$ cat config.mk
export PLATFORM = sky130hd
export DESIGN_NAME = reset_sequencer
export DESIGN_NICKNAME = d
export VERILOG_FILES = /design/src/rtl/reset_seq_pkg.sv /design/src/rtl/reset_seq_ack_sync.sv /design/src/rtl/reset_sequencer.sv
export SDC_FILE = /design/constraint.sdc
export NUM_CORES = 1
export LEC_CHECK = 0
export ABC_AREA = 1
export BUFFER_PORTS_ARGS = -buffer_cell sky130_fd_sc_hd__buf_4
export CORE_MARGIN = 1
export CORE_UTILIZATION = 35
export CTS_CLUSTER_DIAMETER = 120
export DETAILED_ROUTE_END_ITERATION = 12
export GPL_TIMING_DRIVEN = 0
export PLACE_DENSITY_LB_ADDON = 0.2
export SETUP_SLACK_MARGIN = 0.5
export SYNTH_ARGS = -nofsm -noshare
export SYNTH_HDL_FRONTEND = slang
export SYNTH_HIERARCHICAL = 1
export SYNTH_SLANG_ARGS = --single-unit
$ cat constraint.sdc
create_clock -name clk -period 1.7 [get_ports clk]
set_input_delay 0.34 -clock clk [delete_from_list [all_inputs] [get_ports clk]]
set_output_delay 0.34 -clock clk [all_outputs]
set_load 0.02 [all_outputs]
$ cat src/rtl/reset_seq_pkg.sv
// Shared encodings for the reset sequencer: FSM states,
// reason bit positions and a small sizing helper.
package reset_seq_pkg;

  localparam logic [2:0] S_HOLD      = 3'd0;
  localparam logic [2:0] S_WAIT_LOW  = 3'd1;
  localparam logic [2:0] S_RELEASE   = 3'd2;
  localparam logic [2:0] S_WAIT_HIGH = 3'd3;
  localparam logic [2:0] S_RUN       = 3'd4;

  typedef enum logic [2:0] {
    ST_HOLD      = S_HOLD,
    ST_WAIT_LOW  = S_WAIT_LOW,
    ST_RELEASE   = S_RELEASE,
    ST_WAIT_HIGH = S_WAIT_HIGH,
    ST_RUN       = S_RUN
  } state_t;

  localparam int REASON_POR  = 0;
  localparam int REASON_SW   = 1;
  localparam int REASON_WDOG = 2;

  function automatic int max_int(
    input int a,
    input int b
  );
    return (a > b) ? a : b;
  endfunction

endpackage

$ cat src/rtl/reset_seq_ack_sync.sv
// Per-bit 2-flop synchroniser for the domain reset feedback.
// Resets high so a stale "deasserted" ack is seen until real data lands.
module reset_seq_ack_sync #(
  parameter int N = 3
) (
  input  logic         clk,
  input  logic         rst_n_in_fp,
  input  logic [N-1:0] dom_ack_n,
  output logic [N-1:0] ack_s
);

  // False-path anchor: async timing exceptions key on this net.
  logic [N-1:0] ack_fp;
  logic [N-1:0] ack_meta;

  assign ack_fp = dom_ack_n;

  always_ff @(posedge clk or negedge rst_n_in_fp) begin
    if (!rst_n_in_fp) begin
      ack_meta <= '1;
      ack_s    <= '1;
    end else begin
      ack_meta <= ack_fp;
      ack_s    <= ack_meta;
    end
  end

endmodule

$ cat src/rtl/reset_sequencer.sv
// Always-on reset sequencer: holds all domain resets, then releases
// them in index order, gated on each domain's synchronised feedback.
module reset_sequencer
  import reset_seq_pkg::*;
#(
  parameter int N_DOMAINS   = 3,
  parameter int MIN_ASSERT  = 16,
  parameter int ACK_TIMEOUT = 255
) (
  input  logic                 clk,
  input  logic                 rst_n_in_fp,
  input  logic                 req_sw,
  input  logic                 req_wdog,
  input  logic [N_DOMAINS-1:0] dom_ack_n,
  input  logic                 reason_clr,
  output logic [N_DOMAINS-1:0] dom_rst_n,
  output logic                 sys_run,
  output logic [2:0]           reason,
  output logic                 ack_timeout
);

  localparam int CNT_MAX = max_int(MIN_ASSERT, ACK_TIMEOUT);
  localparam int CNT_W   = $clog2(CNT_MAX + 1);
  localparam int IDX_W   = (N_DOMAINS > 1) ? $clog2(N_DOMAINS) : 1;

  localparam logic [CNT_W-1:0] HOLD_LAST = CNT_W'(MIN_ASSERT - 1);
  localparam logic [CNT_W-1:0] ACK_LAST  = CNT_W'(ACK_TIMEOUT - 1);
  localparam logic [CNT_W-1:0] CNT_SAT   = CNT_W'(CNT_MAX);
  localparam logic [IDX_W-1:0] IDX_LAST  = IDX_W'(N_DOMAINS - 1);

  state_t                 state_q;
  state_t                 state_d;
  logic [CNT_W-1:0]       cnt_q;
  logic [CNT_W-1:0]       cnt_d;
  logic [CNT_W-1:0]       cnt_inc;
  logic [IDX_W-1:0]       idx_q;
  logic [IDX_W-1:0]       idx_d;
  logic [N_DOMAINS-1:0]   dom_d;
  logic [N_DOMAINS-1:0]   ack_s;
  logic                   run_d;
  logic [2:0]             reason_d;
  logic [2:0]             req_bits;
  logic                   tmo_d;
  logic                   tmo_evt;
  logic                   req;

  reset_seq_ack_sync #(
    .N (N_DOMAINS)
  ) u_ack_sync (
    .clk         (clk),
    .rst_n_in_fp (rst_n_in_fp),
    .dom_ack_n   (dom_ack_n),
    .ack_s       (ack_s)
  );

  assign req = req_sw | req_wdog;

  // Counter saturates instead of wrapping.
  assign cnt_inc = (cnt_q == CNT_SAT) ?
                   cnt_q : cnt_q + CNT_W'(1);

  always_comb begin
    state_d = state_q;
    cnt_d   = cnt_inc;
    idx_d   = idx_q;
    tmo_evt = 1'b0;
    unique case (state_q)
      ST_HOLD: begin
        if (cnt_q == HOLD_LAST) begin
          state_d = ST_WAIT_LOW;
          cnt_d   = '0;
        end
      end
      ST_WAIT_LOW: begin
        if (ack_s == '0 || cnt_q == ACK_LAST) begin
          tmo_evt = |ack_s;
          state_d = ST_RELEASE;
          idx_d   = '0;
          cnt_d   = '0;
        end
      end
      ST_RELEASE: begin
        state_d = ST_WAIT_HIGH;
        cnt_d   = '0;
      end
      ST_WAIT_HIGH: begin
        if (ack_s[idx_q] || cnt_q == ACK_LAST) begin
          tmo_evt = !ack_s[idx_q];
          cnt_d   = '0;
          if (idx_q == IDX_LAST) begin
            state_d = ST_RUN;
          end else begin
            state_d = ST_RELEASE;
            idx_d   = idx_q + 1'b1;
          end
        end
      end
      ST_RUN: begin
        cnt_d = '0;
      end
      default: begin
        state_d = ST_HOLD;
        cnt_d   = '0;
      end
    endcase
    // A request restarts the whole sequence from any state.
    if (req) begin
      state_d = ST_HOLD;
      cnt_d   = '0;
      idx_d   = '0;
      tmo_evt = 1'b0;
    end
  end

  // Outputs are registered from the next state, so a released
  // domain rises on the same edge the FSM enters RELEASE.
  always_comb begin
    dom_d = dom_rst_n;
    unique case (state_d)
      ST_HOLD:    dom_d = '0;
      ST_RELEASE: dom_d = dom_rst_n |
                          (N_DOMAINS'(1) << idx_d);
      ST_RUN:     dom_d = '1;
      default:    dom_d = dom_rst_n;
    endcase
    run_d = (state_d == ST_RUN);
  end

  always_comb begin
    req_bits              = '0;
    req_bits[REASON_SW]   = req_sw;
    req_bits[REASON_WDOG] = req_wdog;
    reason_d = reason_clr ? 3'b000 : reason;
    if (req) begin
      reason_d             = reason_d | req_bits;
      reason_d[REASON_POR] = 1'b0;
    end
    tmo_d = reason_clr ? 1'b0 : ack_timeout;
    if (tmo_evt) begin
      tmo_d = 1'b1;
    end
  end

  always_ff @(posedge clk or negedge rst_n_in_fp) begin
    if (!rst_n_in_fp) begin
      state_q     <= ST_HOLD;
      cnt_q       <= '0;
      idx_q       <= '0;
      dom_rst_n   <= '0;
      sys_run     <= 1'b0;
      reason      <= 3'b001;
      ack_timeout <= 1'b0;
    end else begin
      state_q     <= state_d;
      cnt_q       <= cnt_d;
      idx_q       <= idx_d;
      dom_rst_n   <= dom_d;
      sys_run     <= run_d;
      reason      <= reason_d;
      ack_timeout <= tmo_d;
    end
  end

endmodule

Word-level counts from Yosys, hierarchy flattened
Index checks and enable logic that the tools add are counted.
- $add $sub $neg: 2
- $mul: 0
- div/mod/pow operators: 0
- order comparisons: 1
- equal/unequal tests: 10
- shift-type cells: 1
- muxes and demuxes: 28
- bitwise gates (word level): 3
- reductions and logical operators: 9
- operators with widths (cell ; count):
    2-to-1 mux 8 bit ; 5
    case mux 8 bit (3 select lines) ; 1
    2-to-1 mux 3 bit ; 7
    == test 8 bit (second input constant) ; 2
    case mux 3 bit (5 select lines) ; 1
    == test 3 x 2 -> 1 bit (second input constant) ; 3
    zero test 3 bit ; 3
    case mux 3 bit (3 select lines) ; 1
    adder 8 x 1 -> 8 bit (second input constant) ; 1
    == test 8 x 4 -> 1 bit (second input constant) ; 1
    2-to-1 mux 2 bit ; 4
    == test 3 bit (second input constant) ; 2
    2-to-1 mux 1 bit ; 6
    OR 3 bit ; 2
    case mux 2 bit (2 select lines) ; 1
    == test 3 x 1 -> 1 bit (second input constant) ; 1
    < comparator 2 x 3 -> 1 bit (second input constant) ; 1
    nonzero test 3 bit ; 1
    OR reduction 3 bit ; 1
    left shift 1 x 2 -> 3 bit (first input constant) ; 1
    adder 2 x 1 -> 2 bit (second input constant) ; 1
    binary-select mux 1 bit (select 2 bit) ; 1
    == test 2 bit (second input constant) ; 1
    logical OR 1 bit ; 2
    4 further kinds ; 4
- flip-flop bits (word level): 27
- bits in latches: 0
- memory bits (writable): 0
- bits in read-only memories: 0
- bits of input ports: 8
- output and inout bits: 8
- word-level logic and storage cells: 63
- memories: 0

Longest topological paths before layout
Gate-level depths: netlist of the first run.
- depth after elaboration: 9
- depth in mapped cells: 14
- mapped depth without buffers: 14

Modules after synthesis
Netlist of the first run, hierarchy kept.
- by module, submodules not included (module ; times used ; cells an instance ; area each (um^2)):
    reset_sequencer ; 1 ; 172 ; 1308.8
    reset_seq_ack_sync ; 1 ; 6 ; 157.7

Least setup slack after synthesis of the first run
OpenSTA, ideal clock, no wires.
- path type: register to register
- start point: register cnt_q[0]
- end point: register dom_rst_n[2]
- data arrival time: 1.337 ns
- required time: 1.584 ns
- setup slack: 0.246 ns
- stages on the path, launching flop included: 14
- buffers on the path: 0
- period minus slack after synthesis: 1.454 ns
- cell sequence: dfrtp_1 -> inv_1 -> ha_1 -> inv_1 -> nor2_2 -> nand2_4 -> nand2_4 -> o21ai_1 -> inv_1 -> nand2_1 -> nand2_1 -> nand2_1 -> nand2_1 -> nand2_1
- longest elaborated chain between the ends: 8
- ends and longest elaborated chain (item ; RTL line ; RTL):
    start, declared ; reset_sequencer.sv:33 ; logic [CNT_W-1:0] cnt_q;
    start signal, assigned ; reset_sequencer.sv:155 ; cnt_q <= cnt_d;
    == test 8 bit ; reset_sequencer.sv:75, reset_sequencer.sv:87 ;
    logical OR 1 bit (on tied branches) ; reset_sequencer.sv:87, reset_sequencer.sv:75 ;
    2-to-1 mux 2 bit (on tied branches) ; reset_sequencer.sv:87, reset_sequencer.sv:75 ;
    case mux 2 bit (2 select lines) ; reset_sequencer.sv:67 ; unique case (state_q)
    2-to-1 mux 2 bit ; reset_sequencer.sv:107 ; if (req) begin
    left shift 1 x 2 -> 3 bit ; reset_sequencer.sv:122 ; (N_DOMAINS'(1) << idx_d);
    OR 3 bit ; reset_sequencer.sv:121 ; ST_RELEASE: dom_d = dom_rst_n |
    case mux 3 bit (3 select lines) ; reset_sequencer.sv:119 ; unique case (state_d)
    end signal, assigned ; reset_sequencer.sv:157 ; dom_rst_n <= dom_d;
    end, declared ; reset_sequencer.sv:16 ; output logic [N_DOMAINS-1:0] dom_rst_n,
Parallel ways exist; a longest one is shown, timed or not.
A chain may end at the register's enable or synchronous reset.

Worst setup path in the final report of the first run
- start point: register cnt_q[0]
- end point: register dom_rst_n[0]
The elaborated chain is that of the path after synthesis.

==> key figures, run 1 <==
Synth
  – Post-synthesis sequential area ratio: 0.467
  – Cells after Synth: around 180
  – Netlist cell types: 29
  – Multiplexer share of the synthesized area: 0
  – Post-synth EDFFs: 0
  – Async SR Flop Fraction: 1.00
  – Main combinational cell family by area after synthesis: simple AND/OR/NAND/NOR gates
  – Yosys warns: 6
  – Synthesized net count: 190
  – Synth Cell Area: 1470 sq um
  – Synth Area in Compound Gates: 0.0853
  – Synthesized area per cell: a little over 8 sq um
  – Top cells by area, synth: dfrtp_1 (34%), dfstp_2 (13%), nand2_1 (12%)
  – Top cell type's share of synthesized area: 0.341
  – XOR/XNOR share of the synthesized area: 0.00597
  – Synth Area in Simple Gates: 0.323
  – Area share of fa/ha/maj cells after synthesis: 0.0341
  – Flops & latches, synth: 27
  – Predominant post-synthesis flop cell: dfrtp_1
  – Post-synth top area cell: dfrtp_1

Hold path
  – Worst hold start: dom_ack_n[1]
  – Hold path depth: 1
  – Hold Crit Class: input port to register
  – Hold EP: u_ack_sync/ack_meta[1]$_DFF_PN1_

Setup path
  – Slowest stage delay, CP: 0.43 ns
  – Register-to-Register Setup Slack: around 0.085 ns
  – Crit path DAT: 1.77 ns
  – Launching point of the worst reg2reg path: cnt_q[0]$_DFF_PN0_
  – Worst EP required: around 1.9 ns
  – Reg2reg path depth: 14
  – Worst-path fanout max: 4
  – Startpoint types: register
  – Crit path top cell by count: nand2_1
  – WS Path Type: register to register
  – Crit-path slowest cell: dfrtp_1
  – Reg-to-reg critical path endpoint: dom_rst_n[0]$_DFFE_PN0P_
  – Setup crit end kind: register
  – Worst-path cell chain: inv_2, ha_4, inv_2, nor2_4, nand2_4, nand3_4, nand2_4, nand2_2, nand2_1, nand2_2, nand2_1, nand2_1, nand2_1, nand2_1

GRT
  – Grt total ovfl: 0
  – Total GRT Usage: 0.149
  – Largest net degree at the start of global routing: 28
  – First-pass GRT wire length: about 5 mm
  – Number of global-route vias before repair: approximately 1,200
  – Initial antenna violation count: 0

Layout
  – Layout cell share with drive strength beyond 1: 0.526
  – Nets: 228
  – Commonest non-fill, non-tap cell in the layout: nand2_1
  – Most frequent cells in the layout: nand2_1 (27), inv_1 (25), buf_4 (23)
  – FF/Latch Area: ~690 sq um
  – Fill cell count: 365
  – Area growth, synth to finish: 41.3%
  – N_diodes: 0
  – Util after Layout: 0.518
  – Multi-input logic area: 857 sq um

CTS
  – Worst skew pair latency: ~0.27 ns
  – H-tree Lvls: 1
  – Worst-path clk slew: 0.09 ns
  – Clock tree root buffer cell: clkbuf_8
  – Clk sinks: 27
  – CTS buffer count: 3
  – TritonCTS clock tree: built
  – Worst-case clock buffer depth: 2

Timing
  – Final hold violation count: 0
  – Final setup margin: ~0.085 ns
  – Max-slew violation count: 0
  – Unrepaired setup endpoints after global routing: true
  – Tmin final: 1.62 ns
  – Fmax: approximately 620 MHz
  – Max-slew headroom: 0.555
  – Endpoints failing setup: 0
  – Final period util: 0.950
  – Slew @ Worst Pin: 0.666 ns
  – Final worst clock skew: 0.00870 ns

Floorplan
  – Core area: 4000 sq um
  – Io pins: 16
  – Die Wd: around 67 um
  – Die Span Y: 66.7 um
  – Die area: 4450 sq um
  – Num rows: 23
  – Initial Util: 0.367

Drt
  – WL met3: 88 um
  – Met1 Wirelength: 1.45 mm
  – Final Routed Wirelength: 3.06 mm
  – Iter 0 DRT Violations: 23
  – Wire per inst: 11.5 um
  – Metal2 WL: 1.49 mm
  – Pre-antenna DRT Iters: 4
  – Vias per cell: 4.49
  – DRC viols: 0
  – DRT antenna net count: 0
  – Via count: about 1,200
  – Top routing layer in use: met4

Power and ir drop
  – VDD IR max: 0.541 mV
  – PwrDens: 539 nW/um^2
  – P_leak: 0.00102 uW

Place
  – Pre-CTS WS: 0.108 ns
  – RD Place Congestion: 0.805
  – PortBufs: 15
  – HPWL after DPL: 2.02 mm

Outcome
  – Status: finished clean

Job
  – Max Cap Viol: 0
## per-stage QoR
stage               instance area (sq um)  setup TNS, ns  std cells  power [uW]  hold slack, ns
floorplan                            1510              0        178         713          0.0444
global placement                     1690              0        243         750           0.277
detailed placement                   1690              0        243         753           0.282
CTS                                  1860              0        254        1120           0.169
global route                         2070        -0.0573        265        1180           0.157
finish                               2070              0        265        1120           0.179
## layout make-up
cell class                 count  share of cell area
multi-input combinational    118               0.414
inverter                      33              0.0610
tap                           50              0.0302
clock buffer                   4              0.0217
timing repair buffer          33               0.141
sequential                    27               0.332
## synth_stat cells (3+ instances only)
master / instances
inv_1: 31
ha_1: 4
nand3_2: 3
dfstp_2: 7
nand2_2: 4
nand3_1: 7
nor2_2: 3
nor2_4: 3
nor3_1: 4
o21ai_0: 3
nor2_1: 16
nand2_1: 46
dfrtp_1: 20
a21oi_1: 6
## routing by layer
| metal | GRT usage | vias to the layer above |
|---|---|---|
| li1 | - | 625 |
| met1 | 0.191 | 546 |
| met2 | 0.247 | 16 |
| met3 | 0.0257 | 2 |
| met4 | 0.0559 | 0 |
| met5 | 0 | - |
## worst max path at each step
| stage | start | to | slack [ns] | cells past startpoint |
|---|---|---|---|---|
| 5_1_grt | cnt_q[0]$_DFF_PN0_ | dom_rst_n[1]$_DFFE_PN0P_ | -0.03 | 13 |
| 6_report | cnt_q[0]$_DFF_PN0_ | dom_rst_n[0]$_DFFE_PN0P_ | 0.08 | 14 |
| 3_5_place_dp | cnt_q[0]$_DFF_PN0_ | dom_rst_n[0]$_DFFE_PN0P_ | 0.11 | 11 |
| 2_1_floorplan | cnt_q[0]$_DFF_PN0_ | dom_rst_n[1]$_DFFE_PN0P_ | 0.29 | 14 |
| 4_1_cts | cnt_q[0]$_DFF_PN0_ | dom_rst_n[0]$_DFFE_PN0P_ | 0.12 | 11 |
| 3_3_place_gp | req_wdog | dom_rst_n[1]$_DFFE_PN0P_ | 0.15 | 8 |
## cell families (layout without fill, tap and decap cells)
| kind of cell | count (synthesis) | after routing |
|---|---|---|
| flops | 27 | 27 |
| fa+ha+maj | 4 | 4 |
| buf+inv | 33 | 70 |
| xor+xnor | 1 | 1 |
| simple gates | 93 | 93 |
| compound gates | 20 | 20 |
## power breakdown
group	internal [uW]	leakage, uW	switching, uW	total, uW
clock	168	0.0000228	188	356
combinational	38.6	0.000657	54.7	93.3
sequential	660	0.000340	8.17	669
total	867	0.00102	251	1120
## critical path: cells and delay by family, from the launching register on
family,cells,cell delay [ns]
fa+ha+maj,1,0.16
simple gates,11,0.78
buf+inv,2,0.14
flops,1,0.43
## registers in the layout (all words and copies together) (netlist names)
register and count:
reason 3, state_q 3, dom_rst_n 3, u_ack_sync/ack_meta 3, ack_timeout 1, cnt_q 8, idx_q 2, sys_run 1
u_ack_sync/ack_s 3
## repair_timing
| action | CTS | global route |
|---|---|---|
| setup endpoints to repair | 19 | 23 |
| endpoints found under the hold margin | 20 | 0 |
| setup buffers | 6 | 11 |
| hold buffers | 1 | 0 |
| resized for setup | 20 | 35 |
| pin swaps | 9 | 10 |
| cloned | 0 | 0 |
No activity file was read; power rests on OpenSTA's default activity.
==> inputs of run 2 (changes only) <==
--- a/config.mk
+++ b/config.mk
@@ -7,6 +7,8 @@
 export LEC_CHECK = 0
 export ABC_AREA = 1
 export BUFFER_PORTS_ARGS = -buffer_cell sky130_fd_sc_hd__buf_4
+export CELL_PAD_IN_SITES_DETAIL_PLACEMENT = 0
+export CELL_PAD_IN_SITES_GLOBAL_PLACEMENT = 1
 export CORE_MARGIN = 1
 export CORE_UTILIZATION = 35
 export CTS_CLUSTER_DIAMETER = 120
==> key figures, run 2 (synthesis gave the netlist of run 1 again) <==
Outcome
  – Status: finished clean

Drt
  – Iter 0 DRT Violations: 24 (+4.3%)
  – Vias per cell: 4.63 (+3.1%)
  – DRC viols: 0 (unchanged)
  – Pre-antenna DRT Iters: 4 (unchanged)
  – Wire per inst: 12.0 um (+3.9%)
  – Via count: 1,189 (unchanged)
  – Final Routed Wirelength: 3.08 mm (+0.79%)
  – DRT antenna net count: 0 (unchanged)

Setup path
  – CP top delay family: simple AND/OR/NAND/NOR gates
  – Critical path buffer and inverter count: 1 (-1)
  – Worst-path cell chain: ha_4, inv_4, nor2_4, nand2_4, nand3_4, nand2_4, nand2_4, nand2_1, nand2_1, nand2_1, nand2_1, nand2_1, nand2_1
  – Worst EP required: 1.87 ns (about the same)
  – WS Path Type: register to register
  – Crit path top cell by count: nand2_1
  – Setup crit end kind: register
  – Crit-path slowest cell: dfrtp_1
  – Slowest stage delay, CP: 0.44 ns (about the same)
  – Worst-path fanout max: 4 (unchanged)
  – Startpoint types: register
  – Crit path DAT: 1.73 ns (-0.04 ns)

Floorplan
  – Core area: 4000 sq um (unchanged)
  – Num rows: 23 (unchanged)
  – Die Span Y: 66.7 um (unchanged)
  – Die Wd: 66.7 um (unchanged)
  – Io pins: 16 (unchanged)
  – Initial Util: 0.367 (unchanged)
  – Die area: 4450 sq um (unchanged)

Layout
  – Largest register by flop count: cnt_q
  – Commonest non-fill, non-tap cell in the layout: nand2_1
  – Post-route cell area: 2000 sq um (-3.4%)
  – Final Non-Filler Cells: 257 (-3.0%)
  – Nets: 220 (-3.5%)
  – Layout cell share with drive strength beyond 1: 0.444 (-0.0811)
  – Area growth, synth to finish: 36.5%
  – Most frequent cells in the layout: nand2_1 (32), inv_1 (28), dfrtp_1 (18)
  – N_diodes: 0 (unchanged)
  – Util after Layout: 0.500 (-0.0175)
  – Largest register FFs: 8 (unchanged)

GRT
  – Number of global-route vias before repair: 1,152 (-0.78%)
  – Largest net degree at the start of global routing: 28 (unchanged)
  – Total GRT Usage: 0.157 (+0.00754)
  – Initial antenna violation count: 0 (unchanged)
  – First-pass GRT wire length: 5.22 mm (+4.6%)
  – Grt total ovfl: 0 (unchanged)

Timing
  – Final hold violation count: 0 (unchanged)
  – Slew @ Worst Pin: 0.417 ns (-0.249 ns)
  – Hold Slack: 0.166 ns (-0.0128 ns)
  – Endpoints failing setup: 0 (unchanged)
  – Final period util: 0.917 (-0.0327)
  – Final setup margin: 0.140 ns (+0.0556 ns)
  – Max-slew violation count: 0 (unchanged)
  – Final worst clock skew: 0.00272 ns (-0.00598 ns)
  – Unrepaired setup endpoints after global routing: true
  – Fmax: 641 MHz (+3.6%)
  – Max-slew headroom: 0.721 (+0.166)
  – Tmin final: 1.56 ns (-0.0556 ns)

Place
  – Placement Cell Area: 1690 sq um (unchanged)
  – Placed cell count: 243 (unchanged)
  – Pre-CTS WS: 0.0761 ns (-0.0316 ns)
  – PortBufs: 15 (unchanged)
  – HPWL after DPL: 2.13 mm (+5.2%)
  – RD Place Congestion: 0.791 (-1.8%)

CTS
  – Clk sinks: 27 (unchanged)
  – CTS buffer count: 3 (unchanged)
  – Worst skew pair latency: 0.27 ns (about the same)
  – Clock tree root buffer cell: clkbuf_8
  – H-tree Lvls: 1 (unchanged)
  – Worst-path clk slew: 0.09 ns (about the same)
  – Worst-case clock buffer depth: 2 (unchanged)
  – TritonCTS clock tree: built

Job
  – Max Cap Viol: 0 (unchanged)

Power and ir drop
  – PwrDens: 565 nW/um^2 (+4.8%)
  – P_leak: 0.000983 uW (-3.7%)
  – VDD IR max: 0.349 mV (-36%)

Hold path
  – Hold Crit Class: input port to register
run 2: cell types whose count changed in the layout (fill, tap and decap cells not counted), sizes merged:
cell  delta
buf      -8
run 2: area by class of cell:
cell class / count / area, sq um
Fill cell: 373 / 2000
Inverter: 33 / 126
Timing Repair Buffer: 25 / 225
Clock buffer: 4 / 45.0
Tap cell: 50 / 62.6
Sequential cell: 27 / 687
Multi-Input combinational cell: 118 / 856
run 2: timing repair:
action                                  4_1_cts  5_1_grt
hold buffers                                  1        0
hold endpoints to repair                     20        0
setup buffers                                 3        6
endpoints found under the setup margin       20       24
pin swaps                                     9       14
resized for setup                            16       26
run 2: worst reg2reg max path, delay by kind of cell, from the launching register on:
family | cells | cell delay, ns
buffers and inverters | 1 | 0.05
AND/OR/NAND/NOR | 11 | 0.80
adder cells (fa/ha/maj) | 1 | 0.19
flip-flops | 1 | 0.44
run 2: path summary, 6_finish.rpt:
path	startpoint	end	slack [ns]	cells after the start
max	cnt_q[1]$_DFF_PN0_	dom_rst_n[0]$_DFFE_PN0P_	0.14	13
min	dom_ack_n[2]	u_ack_sync/ack_meta[2]$_DFF_PN1_	0.17	1
max reg2reg	cnt_q[1]$_DFF_PN0_	dom_rst_n[0]$_DFFE_PN0P_	0.14	13
min in group asynchronous	rst_n_in_fp	cnt_q[7]$_DFF_PN0_	0.52	2
min reg2reg	u_ack_sync/ack_meta[0]$_DFF_PN1_	u_ack_sync/ack_s[0]$_DFF_PN1_	0.36	0
max in group asynchronous	rst_n_in_fp	u_ack_sync/ack_s[1]$_DFF_PN1_	0.88	2
run 2: through the flow:
step | power [uW] | TNS [ns]
4_1_cts | 1140 | 0
2_1_floorplan | 713 | 0
6_report | 1130 | 0
3_3_place_gp | 751 | 0
3_5_place_dp | 754 | 0
5_1_grt | 1190 | -0.0186
run 2: report_power, final:
| part | switching, uW | leakage [uW] | internal, uW | total (uW) |
|---|---|---|---|---|
| sequential | 7.15 | 0.000342 | 660 | 667 |
| clock | 205 | 0.0000228 | 168 | 373 |
| combinational | 54.4 | 0.000618 | 37.1 | 91.5 |
run 2: per-layer routing:
layer  vias to the layer above  global-route usage  part of all wire
li1                        608                   -                 -
met2                        16               0.250              0.48
met4                         0              0.0479            0.0075
met1                       563               0.213              0.48
met3                         2              0.0274             0.036
met5                         -                   0                 0
==> inputs of run 3 (changes only) <==
--- a/config.mk
+++ b/config.mk
@@ -14,7 +14,7 @@
 export CTS_CLUSTER_DIAMETER = 120
 export DETAILED_ROUTE_END_ITERATION = 12
 export GPL_TIMING_DRIVEN = 0
-export PLACE_DENSITY_LB_ADDON = 0.2
+export PLACE_DENSITY_LB_ADDON = 0.1
 export SETUP_SLACK_MARGIN = 0.5
 export SYNTH_ARGS = -nofsm -noshare
 export SYNTH_HDL_FRONTEND = slang
==> key figures, run 3 (synthesis gave the netlist of run 1 again) <==
Floorplan
  – Core area: 4000 sq um (unchanged)
  – Die Wd: 66.7 um (unchanged)
  – Die area: 4450 sq um (unchanged)
  – Num rows: 23 (unchanged)
  – Die Span Y: 66.7 um (unchanged)
  – Io pins: 16 (unchanged)
  – Initial Util: 0.367 (unchanged)

Layout
  – FF/Latch Area: 686 sq um (-0.18%)
  – Most frequent cells in the layout: nand2_1 (32), inv_1 (27), buf_4 (23)
  – N_diodes: 0 (unchanged)
  – Post-route cell area: 1990 sq um (-0.81%)
  – Area growth, synth to finish: 35.4%
  – Largest register by flop count: cnt_q
  – Final Non-Filler Cells: 262 (+1.9%)
  – Util after Layout: 0.496 (-0.00407)
  – Multi-input logic area: 818 sq um (-4.4%)
  – Commonest non-fill, non-tap cell in the layout: nand2_1
  – Nets: 225 (+2.3%)
  – Fill cell count: 389 (+4.3%)
  – Layout cell share with drive strength beyond 1: 0.458 (+0.0131)
  – Largest register FFs: 8 (unchanged)

Setup path
  – Critical path launch point: cnt_q[0]$_DFF_PN0_
  – Worst EP required: 1.88 ns (about the same)
  – Setup crit end kind: register
  – Reg2reg path depth: 12 (-1)
  – Worst Setup EP: dom_rst_n[2]$_DFFE_PN0P_
  – Crit path DAT: 1.73 ns (about the same)
  – Startpoint types: register
  – WS Path Type: register to register
  – Register-to-Register Setup Slack: 0.14 ns (about the same)
  – Worst-path fanout max: 4 (unchanged)
  – Launching point of the worst reg2reg path: cnt_q[0]$_DFF_PN0_
  – Reg-to-reg critical path endpoint: dom_rst_n[2]$_DFFE_PN0P_

Power and ir drop
  – Design Power: 1130 uW (-0.29%)
  – P_leak: 0.000986 uW (+0.32%)
  – VDD IR max: 0.353 mV (+1.1%)
  – PwrDens: 568 nW/um^2 (+0.53%)

GRT
  – Number of global-route vias before repair: 1,141 (-0.95%)
  – Largest net degree at the start of global routing: 28 (unchanged)
  – First-pass GRT wire length: 5.15 mm (-1.3%)
  – Grt total ovfl: 0 (unchanged)
  – Total GRT Usage: 0.156 (-0.000554)
  – Initial antenna violation count: 0 (unchanged)

Drt
  – DRC viols: 0 (unchanged)
  – Top routing layer in use: met4
  – Iter 0 DRT Violations: 48 (+100%)
  – Wire per inst: 11.6 um (-3.5%)
  – Via count: 1,198 (+0.76%)
  – DRT antenna net count: 0 (unchanged)
  – Final Routed Wirelength: 3.03 mm (-1.7%)
  – Pre-antenna DRT Iters: 4 (unchanged)
  – Metal2 WL: 1.38 mm (-6.7%)
  – WL met3: 95 um (-15%)
  – Vias per cell: 4.57 (-1.2%)
  – Met1 Wirelength: 1.53 mm (+4.4%)

Timing
  – Unrepaired setup endpoints after global routing: true
  – Endpoints failing setup: 0 (unchanged)
  – Fmax: 643 MHz (+0.25%)
  – Tmin final: 1.56 ns (-0.00387 ns)
  – Final worst clock skew: 0.00660 ns (+0.00388 ns)
  – Final period util: 0.915 (-0.00228)
  – Max-slew violation count: 0 (unchanged)
  – Setup tns final: 0 ns (unchanged)
  – Max-slew headroom: 0.541 (-0.180)
  – Slew @ Worst Pin: 0.688 ns (+0.271 ns)
  – Final hold violation count: 0 (unchanged)

Place
  – RD Place Congestion: 0.738 (-6.6%)
  – PortBufs: 15 (unchanged)
  – Placed cell count: 243 (unchanged)
  – HPWL after DPL: 2.14 mm (+0.35%)
  – Placement Cell Area: 1690 sq um (unchanged)

CTS
  – Clock tree root buffer cell: clkbuf_8
  – TritonCTS clock tree: built
  – CTS buffer count: 3 (unchanged)
  – Worst-case clock buffer depth: 2 (unchanged)
  – Clk sinks: 27 (unchanged)
  – Worst skew pair latency: 0.27 ns (about the same)
  – H-tree Lvls: 1 (unchanged)
  – Worst-path clk slew: 0.10 ns (about the same)

Hold path
  – Hold Crit Class: input port to register
  – Worst hold start: dom_ack_n[1]

Job
  – Max Cap Viol: 0 (unchanged)

Outcome
  – Status: finished clean
[run 3: cell count changes in the layout (fill, tap and decap cells not counted), moves of 2 or more]
cell | before | now
a21oi_2 | 2 | 4
buf_4 | 17 | 23
inv_2 | 4 | 6
nand2_2 | 13 | 16
nand2_4 | 6 | 4
nand3_2 | 7 | 5
[run 3: how the worst min path moves through the flow]
stage                                       endpoint  cells after the start  slack [ns]
finish              u_ack_sync/ack_meta[1]$_DFF_PN1_                      1        0.16
global route        u_ack_sync/ack_meta[0]$_DFF_PN1_                      1        0.15
CTS                 u_ack_sync/ack_meta[1]$_DFF_PN1_                      1        0.16
detailed placement                cnt_q[6]$_DFF_PN0_                      1        0.28
global placement                  cnt_q[6]$_DFF_PN0_                      1        0.28
floorplan                    ack_timeout$_DFFE_PN0P_                      0        0.04
[run 3: repair_timing]
action / CTS / global route
hold buffers: 1 / 0
resized for setup: 14 / 21
endpoints found under the hold margin: 20 / 0
buffers inserted: 3 / 11
setup endpoints to repair: 19 / 25
pin swaps: 13 / 13
[run 3: worst max-delay path, cell delays in order (launching register included)]
cell,delay [ns]
dfrtp_1,0.43
inv_2,0.09
ha_4,0.12
inv_2,0.04
nor2_4,0.12
nand2_4,0.10
nand3_4,0.10
buf_6,0.11
nand3_4,0.12
nand3_2,0.10
nand2_1,0.05
inv_1,0.05
nand2_1,0.04
[run 3: report_power, final]
part	switching (uW)	internal [uW]
sequential	7.52	660
clock	208	168
combinational	50.7	34.0
total	266	862
[run 3: stage by stage]
stage / hold slack (ns) / setup WS [ns]
2_1_floorplan: 0.0444 / 0.287
3_3_place_gp: 0.275 / 0.106
3_5_place_dp: 0.281 / 0.107
4_1_cts: 0.161 / 0.109
5_1_grt: 0.151 / 0.0212
6_report: 0.163 / 0.144
[run 3: per-layer routing]
| metal | GRT usage | up-vias |
|---|---|---|
| met3 | 0.0257 | 2 |
| met4 | 0.0559 | 0 |
| met2 | 0.245 | 20 |
| met1 | 0.214 | 561 |
| met5 | 0 | - |
| li1 | - | 615 |
[run 3: final cells by class]
type	instances	share of cell area
multi-input combinational	118	0.412
sequential	27	0.345
timing repair buffer	30	0.126
inverter	33	0.0624
tap	50	0.0315
clock buffer	4	0.0227
